<file path="src/rtl/scan_pkg.sv">
// Shared types and sizes for the scan sequencer and its slot finder.
package scan_pkg;

  // Width of the decoder select and number of decoder outputs
  localparam int unsigned SEL_W = 3;
  localparam int unsigned NSLOT = 8;

  // Sequencer FSM states
  typedef enum logic [1:0] {
    StIdle  = 2'd0,
    StDwell = 2'd1,
    StBlank = 2'd2
  } scan_state_t;

endpackage

</file>
<file path="src/rtl/next_slot_finder.sv">
// Combinational priority search for the next enabled slot.
// from_zero = 1 finds the lowest set bit in mask[last:0].
// from_zero = 0 finds the lowest set bit strictly above cur, up to last.
module next_slot_finder
  import scan_pkg::*;
(
  input  logic [NSLOT-1:0] mask,
  input  logic [SEL_W-1:0] cur,
  input  logic [SEL_W-1:0] last,
  input  logic             from_zero,
  output logic             found,
  output logic [SEL_W-1:0] idx
);

  // Ascending scan; the first hit is kept, so the lowest qualifying index wins
  always_comb begin
    found = 1'b0;
    idx   = '0;
    for (int i = 0; i < NSLOT; i++) begin
      if (!found && mask[i] && (i <= int'(last)) && (from_zero || (i > int'(cur)))) begin
        found = 1'b1;
        idx   = SEL_W'(i);
      end
    end
  end

endmodule

</file>
<file path="src/rtl/scan_sequencer.sv">
// Timed scan sequencer driving sel/en of a 3-to-8 decoder. Walks enabled slots
// 0..LAST, holding en for DWELL cycles then blanking for BLANK cycles per slot.
// One-shot passes end with a done pulse; continuous passes wrap with a wrap pulse.
module scan_sequencer
  import scan_pkg::*;
#(
  parameter int unsigned DWELL = 4,
  parameter int unsigned BLANK = 1,
  parameter int unsigned LAST  = 7
) (
  input  logic             clk,
  input  logic             rst_n,
  input  logic             start,
  input  logic             stop,
  input  logic             continuous,
  input  logic [NSLOT-1:0] mask,
  output logic [SEL_W-1:0] sel,
  output logic             en,
  output logic             busy,
  output logic             done,
  output logic             wrap
);

  // Counter reload values; the counter counts down to zero inside each state
  localparam logic [7:0] DwellLoad = 8'(DWELL - 1);
  localparam logic [7:0] BlankLoad = (BLANK == 0) ? 8'd0 : 8'(BLANK - 1);
  localparam logic [SEL_W-1:0] LastIdx = SEL_W'(LAST);
  // Bits above LAST are dropped when the mask is latched
  localparam logic [NSLOT-1:0] LastMask = NSLOT'((1 << (LAST + 1)) - 1);

  scan_state_t      state_q, state_d;
  logic [SEL_W-1:0] sel_q, sel_d;
  logic             en_q, en_d;
  logic             busy_q, busy_d;
  logic             done_q, done_d;
  logic             wrap_q, wrap_d;
  logic [7:0]       cnt_q, cnt_d;
  logic [NSLOT-1:0] mask_q, mask_d;
  logic             cont_q, cont_d;

  logic             first_found, next_found;
  logic [SEL_W-1:0] first_idx, next_idx;
  logic             slot_end;
  logic [NSLOT-1:0] mask_in;

  assign mask_in = mask & LastMask;

  // First slot of a new pass, searched on the live mask input (start and wrap)
  next_slot_finder u_first (
    .mask      (mask_in),
    .cur       (sel_q),
    .last      (LastIdx),
    .from_zero (1'b1),
    .found     (first_found),
    .idx       (first_idx)
  );

  // Next slot within the current pass, searched on the latched mask
  next_slot_finder u_next (
    .mask      (mask_q),
    .cur       (sel_q),
    .last      (LastIdx),
    .from_zero (1'b0),
    .found     (next_found),
    .idx       (next_idx)
  );

  // Next-state, counter and registered-output logic
  always_comb begin
    state_d  = state_q;
    sel_d    = sel_q;
    en_d     = en_q;
    busy_d   = busy_q;
    done_d   = 1'b0;
    wrap_d   = 1'b0;
    cnt_d    = cnt_q;
    mask_d   = mask_q;
    cont_d   = cont_q;
    slot_end = 1'b0;

    if (stop) begin
      // Abort quietly: no done/wrap, sel holds
      state_d = StIdle;
      en_d    = 1'b0;
      busy_d  = 1'b0;
      cnt_d   = 8'd0;
    end else begin
      unique case (state_q)
        StIdle: begin
          if (start) begin
            mask_d = mask_in;
            cont_d = continuous;
            if (first_found) begin
              state_d = StDwell;
              sel_d   = first_idx;
              en_d    = 1'b1;
              busy_d  = 1'b1;
              cnt_d   = DwellLoad;
            end else begin
              done_d = 1'b1;
            end
          end
        end

        StDwell: begin
          if (cnt_q != 8'd0) begin
            cnt_d = cnt_q - 8'd1;
          end else if (BLANK != 0) begin
            state_d = StBlank;
            en_d    = 1'b0;
            cnt_d   = BlankLoad;
          end else begin
            slot_end = 1'b1;
          end
        end

        StBlank: begin
          if (cnt_q != 8'd0) begin
            cnt_d = cnt_q - 8'd1;
          end else begin
            slot_end = 1'b1;
          end
        end

        default: begin
          state_d = StIdle;
          en_d    = 1'b0;
          busy_d  = 1'b0;
          cnt_d   = 8'd0;
        end
      endcase

      // Advance to the next enabled slot, wrap, or finish the pass
      if (slot_end) begin
        if (next_found) begin
          state_d = StDwell;
          sel_d   = next_idx;
          en_d    = 1'b1;
          cnt_d   = DwellLoad;
        end else if (cont_q && first_found) begin
          mask_d  = mask_in;
          state_d = StDwell;
          sel_d   = first_idx;
          en_d    = 1'b1;
          wrap_d  = 1'b1;
          cnt_d   = DwellLoad;
        end else begin
          // One-shot end, or continuous re-latch found an empty mask
          if (cont_q) begin
            mask_d = mask_in;
          end
          state_d = StIdle;
          en_d    = 1'b0;
          busy_d  = 1'b0;
          done_d  = 1'b1;
          cnt_d   = 8'd0;
        end
      end
    end
  end

  // State and output registers with synchronous active-low reset
  always_ff @(posedge clk) begin
    if (!rst_n) begin
      state_q <= StIdle;
      sel_q   <= '0;
      en_q    <= 1'b0;
      busy_q  <= 1'b0;
      done_q  <= 1'b0;
      wrap_q  <= 1'b0;
      cnt_q   <= 8'd0;
      mask_q  <= '0;
      cont_q  <= 1'b0;
    end else begin
      state_q <= state_d;
      sel_q   <= sel_d;
      en_q    <= en_d;
      busy_q  <= busy_d;
      done_q  <= done_d;
      wrap_q  <= wrap_d;
      cnt_q   <= cnt_d;
      mask_q  <= mask_d;
      cont_q  <= cont_d;
    end
  end

  assign sel  = sel_q;
  assign en   = en_q;
  assign busy = busy_q;
  assign done = done_q;
  assign wrap = wrap_q;

endmodule

</file>
<file path="config.mk">
export PLATFORM = sky130hd
export DESIGN_NAME = scan_sequencer
export DESIGN_NICKNAME = d
export VERILOG_FILES = /design/src/rtl/scan_pkg.sv /design/src/rtl/next_slot_finder.sv /design/src/rtl/scan_sequencer.sv
export SDC_FILE = /design/constraint.sdc
export NUM_CORES = 1
export LEC_CHECK = 0
export ABC_AREA = 1
export CAP_MARGIN = 5
export CORE_MARGIN = 2
export CORE_UTILIZATION = 37
export DETAILED_ROUTE_END_ITERATION = 10
export GPL_TIMING_DRIVEN = 0
export SLEW_MARGIN = 25
export SYNTH_ARGS = -nofsm -noshare
export SYNTH_HDL_FRONTEND = slang
export SYNTH_SLANG_ARGS = --single-unit
</file>
<file path="constraint.sdc">
create_clock -name clk -period 1.75 [get_ports clk]
set_input_delay 0.525 -clock clk [delete_from_list [all_inputs] [get_ports clk]]
set_output_delay 0.525 -clock clk [all_outputs]
set_load 0.005 [all_outputs]
</file>
==> results of run 1 <==
tightest hold or removal path: cells and delay by family, from the launching register on:
kind                   cells  cell delay [ns]
buffers and inverters      1             0.05
AO/OA/AOI/OAI              1             0.09
flip-flops                 1             0.34
final cells by class:
type	count	share of cell area
multi-input cells	218	0.5252
flip-flops and latches	24	0.2101
repair buffers	31	0.1210
inverters	42	0.07003
well taps	67	0.03554
clock buffers	3	0.01751
clock inverters	1	0.01273
plain buffers	3	0.007958
power by group:
| group | internal (mW) | total (mW) | switching (mW) |
|---|---|---|---|
| registers | 0.587 | 0.631 | 0.0440 |
| logic | 0.274 | 0.676 | 0.402 |
| clock network | 0.306 | 0.506 | 0.200 |
flip-flops by register name (all words and copies together) (netlist names):
name,flops
cnt_q,8
mask_q,7
sel,3
state_q,2
busy,1
cont_q,1
done,1
wrap,1
path summary, 6_finish.rpt:
check	end	slack (ns)
max	sel[2]	0.04
min	busy$_SDFF_PP0_	0.51
max reg2reg	state_q[1]$_SDFFE_PP0P_	0.11
min reg2reg	busy$_SDFF_PP0_	0.51
cell families (layout without fill, tap and decap cells):
group | after synthesis | in the layout | synth area share
and+or+nand+nor | 168 | 168 | 0.4536
buffers and inverters | 45 | 80 | 0.09965
AOI/OAI and AO/OA | 42 | 42 | 0.1320
DFF | 24 | 24 | 0.2639
adders and majority gates | 6 | 6 | 0.04124
xor gates and xnor gates | 2 | 2 | 0.009624
cells in the final DEF (no fill, tap or decap), types with 3 or more instances in the layout:
cell type        instances
nand4_1                  4
ha_1                     6
nand3_1                 29
inv_2                    8
nor2_1                  32
dfxtp_4                  3
nand2_1                 65
nand2_2                  9
inv_1                   32
clkdlybuf4s50_1          8
dlygate4sd2_1            3
clkbuf_8                 3
nor2_2                   5
o21ai_0                 15
o211ai_1                 3
buf_4                   13
nor2_4                   6
nand3_2                  3
dfxtp_1                 18
dfxtp_2                  3
a21oi_1                 13
o21ai_1                  4
nand2_4                  3
per-layer routing:
metal  wire, um  part of all wire
met4         33            0.0070
met1       2422              0.51
met3        195             0.041
met2       2080              0.44
met5          0                 0
what timing repair did:
item                       in CTS  in global routing
gates cloned                    1                  0
resized for setup              37                 33
pin swaps                      11                 12
setup endpoints to repair      26                 26
buffers inserted                7                  5
hold endpoints to repair        0                  0
through the flow:
| step | util | setup TNS (ns) | total power, mW |
|---|---|---|---|
| floorplan | - | 0 | 1.074 |
| global placement | 0.4413 | -11.48 | 1.221 |
| detailed placement | 0.4413 | -11.41 | 1.224 |
| CTS | 0.4779 | 0 | 1.767 |
| global route | 0.4993 | -0.1724 | 1.935 |
| finish | 0.4993 | 0 | 1.813 |
==> out/qor.csv, run 1 <==
stage;metric;value;unit
timing;Achievable Freq;585.8;MHz
setup_path;Setup crit end kind;primary output;
global_route;routing usage on met3;0.02439;
setup_path;CP max stage cell;clkdlybuf4s50_1;
setup_path;critical path arrival;1.18;ns
pwr;Leak;1.130;nW
timing;Worst Slack Setup Final;0.04295;ns
timing;Final min period;1.707;ns
route;DR vias/cell;4.848;
timing;RSZ-0062 raised after global routing;true;
route;1st-iter DRT viols;123;
pwr;Power per Cell Area;768.7;nW/um^2
global_route;largest net degree at the start of global routing;15;
global_route;wire length of the first global-routing pass;7.514;mm
outcome;status;finished clean;
cells_and_area;footprint of the multi-input gates;1239;um^2
synth;Distinct cells, synth;38;
worst_hold_path;Hold Crit Class;register to register;
cells_and_area;cell area after layout;2359;um^2
cells_and_area;# fillers;496;
worst_hold_path;Hold Crit Depth;2;
global_route;grt peak-use layer;met2;
route;Final ANT Viol Nets;0;
timing;clk_skew;0.001108;ns
cells_and_area;antenna cell count;0;
route;final WL;4.731;mm
global_route;vias in the first global route;1615;
timing;count of pins over their slew limit;0;
place;hpwl dp;3.389;mm
floorplan;die area;5497;um^2
floorplan;Die Ht;74.15;um
timing;Final Setup Violations;0;
setup_path;crit-path max FO;6;
global_route;grt met2 use;0.2619;
synth;Mapped Area;1820;um^2
global_route;initial antenna violation count;0;
synth;post-synthesis sequential area ratio;0.2639;
timing;final hold slack;0.5059;ns
cells_and_area;share of cells above drive strength 1;0.2360;
place;placed instance count;372;
setup_path;critical path's top delay family;buffers and inverters;
synth;cell taking the most area after synthesis;dfxtp_1;
synth;EDFF count, synth;0;
clocking;total clock sinks;24;
timing;Final Hold Fails;0;
job;MaxCap Viol Count;0;
synth;Most used DFF post-synth;dfxtp_1;
synth;flops & latches, synth;24;
route;DRT Pass-1 Iters;4;
synth;Post-synth top cells;nand2_1, inv_1, nor2_1;
floorplan;row count;25;
route;DR DRC count;0;
global_route;grt total ovfl;0;
setup_path;CP Data Required Time;1.22;ns
cells_and_area;Nets;342;
worst_hold_path;hold path startpoint;busy$_SDFF_PP0_;
setup_path;CP peak stage delay;0.51;ns
timing;relative slew slack;0.6101;
clocking;hold bufs inserted after CTS;0;
setup_path;CP bufs+invs;1;
clocking;CTS tree;yes;
place;Placer Congestion;0.8949;
synth;Synth Instances;287;
clocking;worst skew pair latency;0.27;ns
setup_path;crit path from;sel[2]$_SDFFE_PN0N_;
clocking;CTS Root Buffer Type;clkbuf_8;
synth;most used standard cell by instance count after synthesis;nand2_1;
cells_and_area;synth-to-layout area growth;29.55;%
floorplan;Placeable Area;4723;um^2
synth;synthesized net count;306;
timing;worst slew pin tran;0.5849;ns
synth;Post-synth ARST share;0;
route;routed len/inst;12.16;um
place;Post-DP Area;2085;um^2
setup_path;CP Depth;1;
place;IO buf count;18;
cells_and_area;Reg area;495.5;um^2
floorplan;# IOs;20;
synth;top cell type's share of synthesized area;0.2639;
clocking;Clock transition at path regs;0.09;ns
cells_and_area;Final Non-Filler Cells;389;
setup_path;R2R Path Start;cnt_q[0]$_SDFFE_PP0P_;
floorplan;initial core utilization;0.3854;
pwr;Max VDD drop;0.2675;mV
setup_path;Worst setup SP type;register;
setup_path;WS Path Type;register to primary output;
global_route;GR Util met1;0.2615;
timing;Final Cycle Share;0.9755;
route;via count;1886;
floorplan;DIE WIDTH;74.15;um
setup_path;cell chain of the critical path;clkdlybuf4s50_1;
synth;Avg Cell Area, Syn;6.343;um^2
synth;Syn. warnings;0;
clocking;clock buffer depth;2;
global_route;Overall Global Routing Usage;0.1746;
clocking;H-tree Lvls;1;
synth;largest cells by area after synthesis;dfxtp_1, nand2_1, inv_1;
place;pre-CTS worst setup slack;-0.7779;ns
clocking;TritonCTS Buffers;3;
setup_path;number of cells on the worst reg-to-reg path;12;
Note: power is estimated with default switching activity, not from simulation.
==> inputs of run 2 (changes only) <==
CAP_MARGIN = unset   (was 5)
clock period = 1.65 ns   (was 1.75 ns; I/O delays follow)
==> run 2 against run 1 <==
Net effect:
- the flow now finishes with violations (setup timing)
- non-clock buffer count grew 12
- clock skew grew 0.0017 ns
- critical endpoint is now state_q[1]$_SDFFE_PP0P_
- highest routed layer unchanged
- first-iteration DRC count grew 0.81%
==> out/qor.csv, run 2 (synthesized netlist as in run 1, its figures left out) <==
stage;metric;value;unit;change
outcome;status;finished, violations left;;was finished clean
outcome;failing checks;setup timing;;
route;DR DRC count;0;;unchanged
setup_path;WS Path Type;primary input to register;;was register to primary output
floorplan;DIE WIDTH;74.15;um;unchanged
route;Final ANT Viol Nets;0;;unchanged
global_route;largest net degree at the start of global routing;15;;unchanged
timing;RSZ-0062 raised after global routing;true;;unchanged
global_route;initial antenna violation count;0;;unchanged
timing;Final Hold Fails;0;;unchanged
timing;Achievable Freq;601.8;MHz;
timing;worst slew pin tran;0.5714;ns;was 0.5849 ns
cells_and_area;# fillers;480;;was 496
timing;clk_skew;0.002815;ns;was 0.001108 ns
clocking;worst skew pair latency;0.27;ns;about the same
job;MaxCap Viol Count;0;;unchanged
global_route;wire length of the first global-routing pass;7.852;mm;was 7.514 mm
pwr;total power;1.991;mW;was 1.813 mW
pwr;Leak;1.239;nW;was 1.130 nW
clocking;total clock sinks;24;;unchanged
timing;count of pins over their slew limit;0;;unchanged
place;placed instance count;372;;unchanged
clocking;TritonCTS Buffers;3;;unchanged
setup_path;Setup crit end kind;register;;was primary output
cells_and_area;synth-to-layout area growth;38.28;%;was 29.55%
route;1st-iter DRT viols;124;;was 123
clocking;clock buffer depth;2;;unchanged
cells_and_area;antenna cell count;0;;unchanged
floorplan;row count;25;;unchanged
setup_path;CP bufs+invs;3;;was 1
worst_hold_path;Hold Crit Class;register to register;;unchanged
setup_path;critical path's top delay family;simple AND/OR/NAND/NOR gates;;was buffers and inverters
setup_path;Worst setup SP type;primary input;;was register
pwr;Power per Cell Area;791.0;nW/um^2;was 768.7 nW/um^2
timing;Worst Slack Setup Final;-0.01172;ns;was 0.04295 ns
global_route;Overall Global Routing Usage;0.1826;;was 0.1746
clocking;H-tree Lvls;1;;unchanged
cells_and_area;share of cells above drive strength 1;0.2964;;was 0.2360
timing;relative slew slack;0.6191;;was 0.6101
floorplan;# IOs;20;;unchanged
worst_hold_path;Hold Crit Depth;2;;unchanged
setup_path;CP peak stage delay;0.30;ns;was 0.51 ns
place;Placer Congestion;0.8949;;unchanged
place;IO buf count;18;;unchanged
cells_and_area;commonest non-fill, non-tap cells in the layout;nand2_1, nor2_1, inv_1, nand3_1, buf_4;;was nand2_1, inv_1, nor2_1, nand3_1, dfxtp_1
pwr;Max VDD drop;0.2960;mV;was 0.2675 mV
timing;final hold slack;0.4951;ns;was 0.5059 ns
setup_path;CP Depth;9;;was 1
timing;Final min period;1.662;ns;
cells_and_area;max reg flops;8;;unchanged
floorplan;die area;5497;um^2;unchanged
cells_and_area;Reg area;496.7;um^2;was 495.5 um^2
floorplan;Die Ht;74.15;um;unchanged
clocking;Clock transition at path regs;0.10;ns;was 0.09 ns
route;DR vias/cell;4.825;;was 4.848
route;DRT Pass-1 Iters;4;;unchanged
setup_path;cell chain of the critical path;dlygate4sd2_1 > inv_2 > nand4_1 > nand2_1 > nand2_4 > buf_6 > nand2_4 > nor2_1 > a211oi_2;;was clkdlybuf4s50_1
floorplan;Placeable Area;4723;um^2;unchanged
clocking;hold bufs inserted after CTS;0;;unchanged
setup_path;CP most frequent cell;nand2_4;;
setup_path;crit-path max FO;5;;was 6
global_route;vias in the first global route;1720;;was 1615
setup_path;number of cells on the worst reg-to-reg path;10;;was 12
route;via count;1935;;was 1886
timing;Final Setup Violations;3;;was 0
setup_path;CP Data Required Time;1.85;ns;was 1.22 ns
cells_and_area;footprint of the multi-input gates;1284;um^2;was 1239 um^2
floorplan;initial core utilization;0.3854;;unchanged
cells_and_area;Nets;354;;was 342
setup_path;CP max stage cell;dlygate4sd2_1;;was clkdlybuf4s50_1
place;hpwl dp;3.389;mm;unchanged
clocking;CTS Root Buffer Type;clkbuf_8;;unchanged
cells_and_area;Final Non-Filler Cells;401;;was 389
cells_and_area;commonest non-fill, non-tap cell in the layout;nand2_1;;unchanged
route;final WL;4.967;mm;was 4.731 mm
cells_and_area;register with the most flip-flops;cnt_q;;unchanged
route;routed len/inst;12.39;um;was 12.16 um
setup_path;critical path arrival;1.86;ns;was 1.18 ns
clocking;CTS tree;yes;;unchanged
timing;Final Cycle Share;1.007;;
global_route;grt total ovfl;0;;unchanged
run 2: changes by cell type in the layout (fill, tap and decap cells not counted), sizes merged:
cell           change
clkinv             +1
dlygate4sd2        +1
buf               +12
inv                -1
dlymetal6s2s       +2
clkdlybuf4s50      -3
run 2: path summary, 6_finish.rpt:
kind                            start                       to  slack, ns
setup / recovery              mask[5]  state_q[1]$_SDFFE_PP0P_      -0.01
hold reg to reg       busy$_SDFF_PP0_          busy$_SDFF_PP0_       0.50
hold / removal        busy$_SDFF_PP0_          busy$_SDFF_PP0_       0.50
setup reg to reg  sel[1]$_SDFFE_PN0N_    cnt_q[0]$_SDFFE_PP0P_          0
run 2: where the power goes:
group / switching, mW / internal (mW)
logic: 0.457 / 0.334
registers: 0.0411 / 0.623
clock network: 0.212 / 0.325
total: 0.709 / 1.28
run 2: what timing repair did:
action	CTS	global route
setup buffers	17	7
gates cloned	1	0
gates resized for setup	51	41
pin swaps	16	20
setup endpoints to repair	27	27
run 2: worst register-to-register path, stage by stage (launching register included):
cell     delay (ns)
dfxtp_4        0.38
buf_6          0.11
nand2_2        0.06
nand3_4        0.08
nand4_4        0.11
nor2_4         0.23
nand2_4        0.12
nor2_8         0.20
nand2_1        0.08
nand2_2        0.10
a21oi_1        0.07
run 2: cell type report:
| type | instances | share of cell area |
|---|---|---|
| plain buffers | 3 | 0.007952 |
| clock buffers | 3 | 0.01640 |
| clock inverters | 1 | 0.01193 |
| inverters | 42 | 0.06660 |
| multi-input cells | 218 | 0.5099 |
| flip-flops and latches | 24 | 0.1973 |
| well taps | 67 | 0.03330 |
| repair buffers | 43 | 0.1566 |
run 2: per-stage QoR:
step / TNS (ns) / cell area, um^2 / util / worst slack, ns
after floorplan: 0 / 1821 / - / 0.07017
after global placement: -13.19 / 2085 / 0.4413 / -0.8687
after detailed placement: -13.12 / 2085 / 0.4413 / -0.8479
after CTS: 0 / 2342 / 0.4959 / 0.008424
after global routing: -1.251 / 2517 / 0.5330 / -0.1262
final: -0.01665 / 2517 / 0.5330 / -0.01172
run 2: layer usage:
metal | share of wire | routed length (um) | up-vias | GRT usage
met5 | 0 | 0 | - | 0
met4 | 0.0050 | 25 | 0 | 0.04040
met3 | 0.050 | 250 | 4 | 0.02710
met2 | 0.46 | 2260 | 43 | 0.2897
met1 | 0.49 | 2430 | 866 | 0.2621
li1 | - | - | 1022 | -
==> inputs of run 3 (changes only) <==
SYNTH_HIERARCHICAL = 1   (was unset)
==> run 3 against run 2 <==
Net effect:
- the flow still finishes with violations (setup timing)
- final cell count up 21%
- register-to-register slack worse by 0.23 ns
- sequential share of layout area down 2.8 points
- largest power group unchanged
- global-route usage up 0.12 points
- routed wire length up 8.4%
- non-clock buffer count up 11
- clock-buffer cell count unchanged
- fmax down 11%
- critical path depth down 3
- clock power down 28%
- die area up 8.8%
==> out/qor.csv, run 3 <==
stage;metric;value;unit;change
outcome;status;finished, violations left;;unchanged
outcome;failing checks;setup timing;;unchanged
pwr;Switch Pwr;0.7030;mW;was 0.7094 mW
clocking;H-tree Lvls;1;;unchanged
setup_path;Worst setup SP type;primary input;;unchanged
pwr;Sw Ratio;0.3756;;was 0.3563
pwr;Pint;1.169;mW;was 1.282 mW
pwr;Combinational Power Share;0.434;;was 0.397
floorplan;row count;26;;was 25
clocking;CTS tree;yes;;unchanged
timing;Final min period;1.877;ns;was 1.662 ns
route;DR DRC count;0;;unchanged
clocking;worst skew pair latency;0.28;ns;was 0.27 ns
route;DR vias/cell;4.519;;was 4.825
synth;Mapped Area;1991;um^2;was 1820 um^2
floorplan;# IOs;20;;unchanged
route;via count;2196;;was 1935
pwr;Power per Cell Area;616.6;nW/um^2;was 791.0 nW/um^2
timing;relative slew slack;0.6461;;was 0.6191
setup_path;WS Path Type;primary input to register;;unchanged
floorplan;Placeable Area;5140;um^2;was 4723 um^2
place;Placer Congestion;0.7720;;was 0.8949
cells_and_area;cell area after layout;3035;um^2;was 2517 um^2
route;DRT Pass-1 Iters;4;;unchanged
cells_and_area;commonest non-fill, non-tap cells in the layout;nand2_1, inv_1, conb_1, buf_4, nor2_1;;was nand2_1, nor2_1, inv_1, nand3_1, buf_4
pwr;Clk network pwr share;0.206;;was 0.269
floorplan;die area;5983;um^2;was 5497 um^2
place;Post-DP Area;2470;um^2;was 2085 um^2
timing;RSZ-0062 raised after global routing;true;;unchanged
global_route;wire length of the first global-routing pass;9.052;mm;was 7.852 mm
route;Final ANT Viol Nets;0;;unchanged
synth;Synth Instances;326;;was 287
synth;Most used DFF post-synth;dfxtp_1;;unchanged
synth;EDFF count, synth;0;;unchanged
job;MaxCap Viol Count;0;;unchanged
floorplan;initial core utilization;0.3873;;was 0.3854
synth;post-synthesis sequential area ratio;0.2514;;was 0.2639
synth;Avg Cell Area, Syn;6.106;um^2;was 6.343 um^2
pwr;Leak;1.531;nW;was 1.239 nW
cells_and_area;Nets;436;;was 354
synth;Post-synth top cells;nand2_1, inv_1, nor2_1;;unchanged
floorplan;DIE WIDTH;77.35;um;was 74.15 um
timing;Final Cycle Share;1.138;;was 1.007
cells_and_area;synth-to-layout area growth;52.48;%;was 38.28%
route;final WL;5.384;mm;was 4.967 mm
global_route;largest net degree at the start of global routing;16;;was 15
clocking;CTS Root Buffer Type;clkbuf_8;;unchanged
synth;Syn. warnings;6;;was 0
synth;top cell type's share of synthesized area;0.2514;;was 0.2639
cells_and_area;# fillers;512;;was 480
synth;flops & latches, synth;25;;was 24
route;routed len/inst;11.08;um;was 12.39 um
clocking;clock buffer depth;2;;unchanged
timing;Final Setup Violations;23;;was 3
synth;cell taking the most area after synthesis;dfxtp_1;;unchanged
synth;Distinct cells, synth;28;;was 38
cells_and_area;commonest non-fill, non-tap cell in the layout;nand2_1;;unchanged
setup_path;crit-path max FO;6;;was 5
setup_path;CP Data Required Time;1.87;ns;was 1.85 ns
setup_path;critical path arrival;2.10;ns;was 1.86 ns
cells_and_area;share of cells above drive strength 1;0.3654;;was 0.2964
clocking;TritonCTS Buffers;3;;unchanged
synth;largest cells by area after synthesis;dfxtp_1, nand2_1, inv_1;;unchanged
timing;Fin Setup TNS;-3.728;ns;was -0.01665 ns
cells_and_area;footprint of the multi-input gates;1658;um^2;was 1284 um^2
setup_path;Setup crit end kind;register;;unchanged
timing;final hold slack;0.4840;ns;was 0.4951 ns
global_route;Overall Global Routing Usage;0.1839;;was 0.1826
worst_hold_path;Hold Crit Class;primary input to register;;was register to register
clocking;Clock transition at path regs;0.11;ns;was 0.10 ns
clocking;total clock sinks;25;;was 24
synth;most used standard cell by instance count after synthesis;nand2_1;;unchanged
floorplan;Die Ht;77.35;um;was 74.15 um
timing;clk_skew;0.01715;ns;was 0.002815 ns
synth;Post-synth ARST share;0;;unchanged
cells_and_area;antenna cell count;0;;unchanged
cells_and_area;Reg area;514.2;um^2;was 496.7 um^2
timing;count of pins over their slew limit;0;;unchanged
pwr;Max VDD drop;0.3957;mV;was 0.2960 mV
timing;worst slew pin tran;0.5267;ns;was 0.5714 ns
global_route;initial antenna violation count;0;;unchanged
place;hpwl dp;3.583;mm;was 3.389 mm
timing;Worst Slack Setup Final;-0.2274;ns;was -0.01172 ns
route;1st-iter DRT viols;91;;was 124
global_route;grt total ovfl;0;;unchanged
pwr;register share of total power;0.360;;was 0.334
global_route;vias in the first global route;2062;;was 1720
timing;Achievable Freq;532.7;MHz;was 601.8 MHz
timing;Final Hold Fails;0;;unchanged
place;IO buf count;19;;was 18
run 3: cell count changes after synthesis, sizes merged, moves of 3 or more:
| cell | delta |
|---|---|
| a21oi | +8 |
| inv | +18 |
| nand2 | +15 |
| nand3 | -7 |
| nor3 | +3 |
| o2111ai | +4 |
| o211ai | -3 |
run 3: cell families after synthesis:
family,Yosys count,synth area share
AO/OA/AOI/OAI,50,0.1420
buffers and inverters,62,0.1226
flip-flops,25,0.2514
AND/OR/NAND/NOR,181,0.4425
other,2,0.003773
adder cells (fa/ha/maj),6,0.03771
run 3: layout make-up:
class                      instances  share of cell area
multi-input combinational        271              0.5462
clock buffer                       3             0.01360
buffer                             3            0.009068
inverter                          59             0.07749
timing repair buffer              54              0.1533
tap                               70             0.02885
sequential                        25              0.1694
clock inverter                     1            0.002061
run 3: power by group through the flow:
stage	logic (mW)	registers (mW)	clock network (mW)
2_1_floorplan	0.421	0.688	0
5_1_grt	0.901	0.679	0.416
6_report	0.812	0.673	0.386
3_3_place_gp	0.540	0.700	0
3_5_place_dp	0.547	0.699	0
4_1_cts	0.728	0.672	0.396
run 3: per-stage QoR:
stage | worst slack (ns) | power, mW | utilization | std cells
floorplan | -0.1481 | 1.109 | - | 358
global placement | -1.048 | 1.240 | 0.4805 | 447
detailed placement | -1.054 | 1.247 | 0.4805 | 447
CTS | -0.2403 | 1.796 | 0.5577 | 479
global route | -0.3526 | 1.996 | 0.5906 | 486
finish | -0.2274 | 1.872 | 0.5906 | 486
run 3: worst max-delay path: stages:
cell and delay, ns:
clkdlybuf4s50_1 0.49, nor2_1 0.43, inv_1 0.28, a21oi_4 0.22
nand2_1 0.07, a21oi_1 0.11
run 3: path summary, 6_finish.rpt:
kind,startpoint,depth (start not counted),to,slack [ns]
min,mask[4],3,mask_q[4]$_SDFFE_PN0N_,0.48
min reg2reg,mask_q[1]$_SDFFE_PN0N_,2,mask_q[1]$_SDFFE_PN0N_,0.49
max,stop,6,cnt_q[4]$_SDFFE_PP0P_,-0.23
max reg2reg,sel[1]$_SDFFE_PN0N_,15,cnt_q[1]$_SDFFE_PP0P_,-0.23
run 3: timing repair:
action,in CTS,in global routing
gates cloned,2,0
pin swaps,25,18
endpoints found under the setup margin,28,28
gates resized for setup,74,42
setup buffers,26,10
hold buffers,0,0
run 3: routing by layer:
layer,vias to the layer above,track usage,routed length [um]
met4,0,0.04821,98
li1,1181,-,-
met1,977,0.2493,2611
met5,-,0,0
met3,8,0.01395,100
met2,30,0.3157,2573
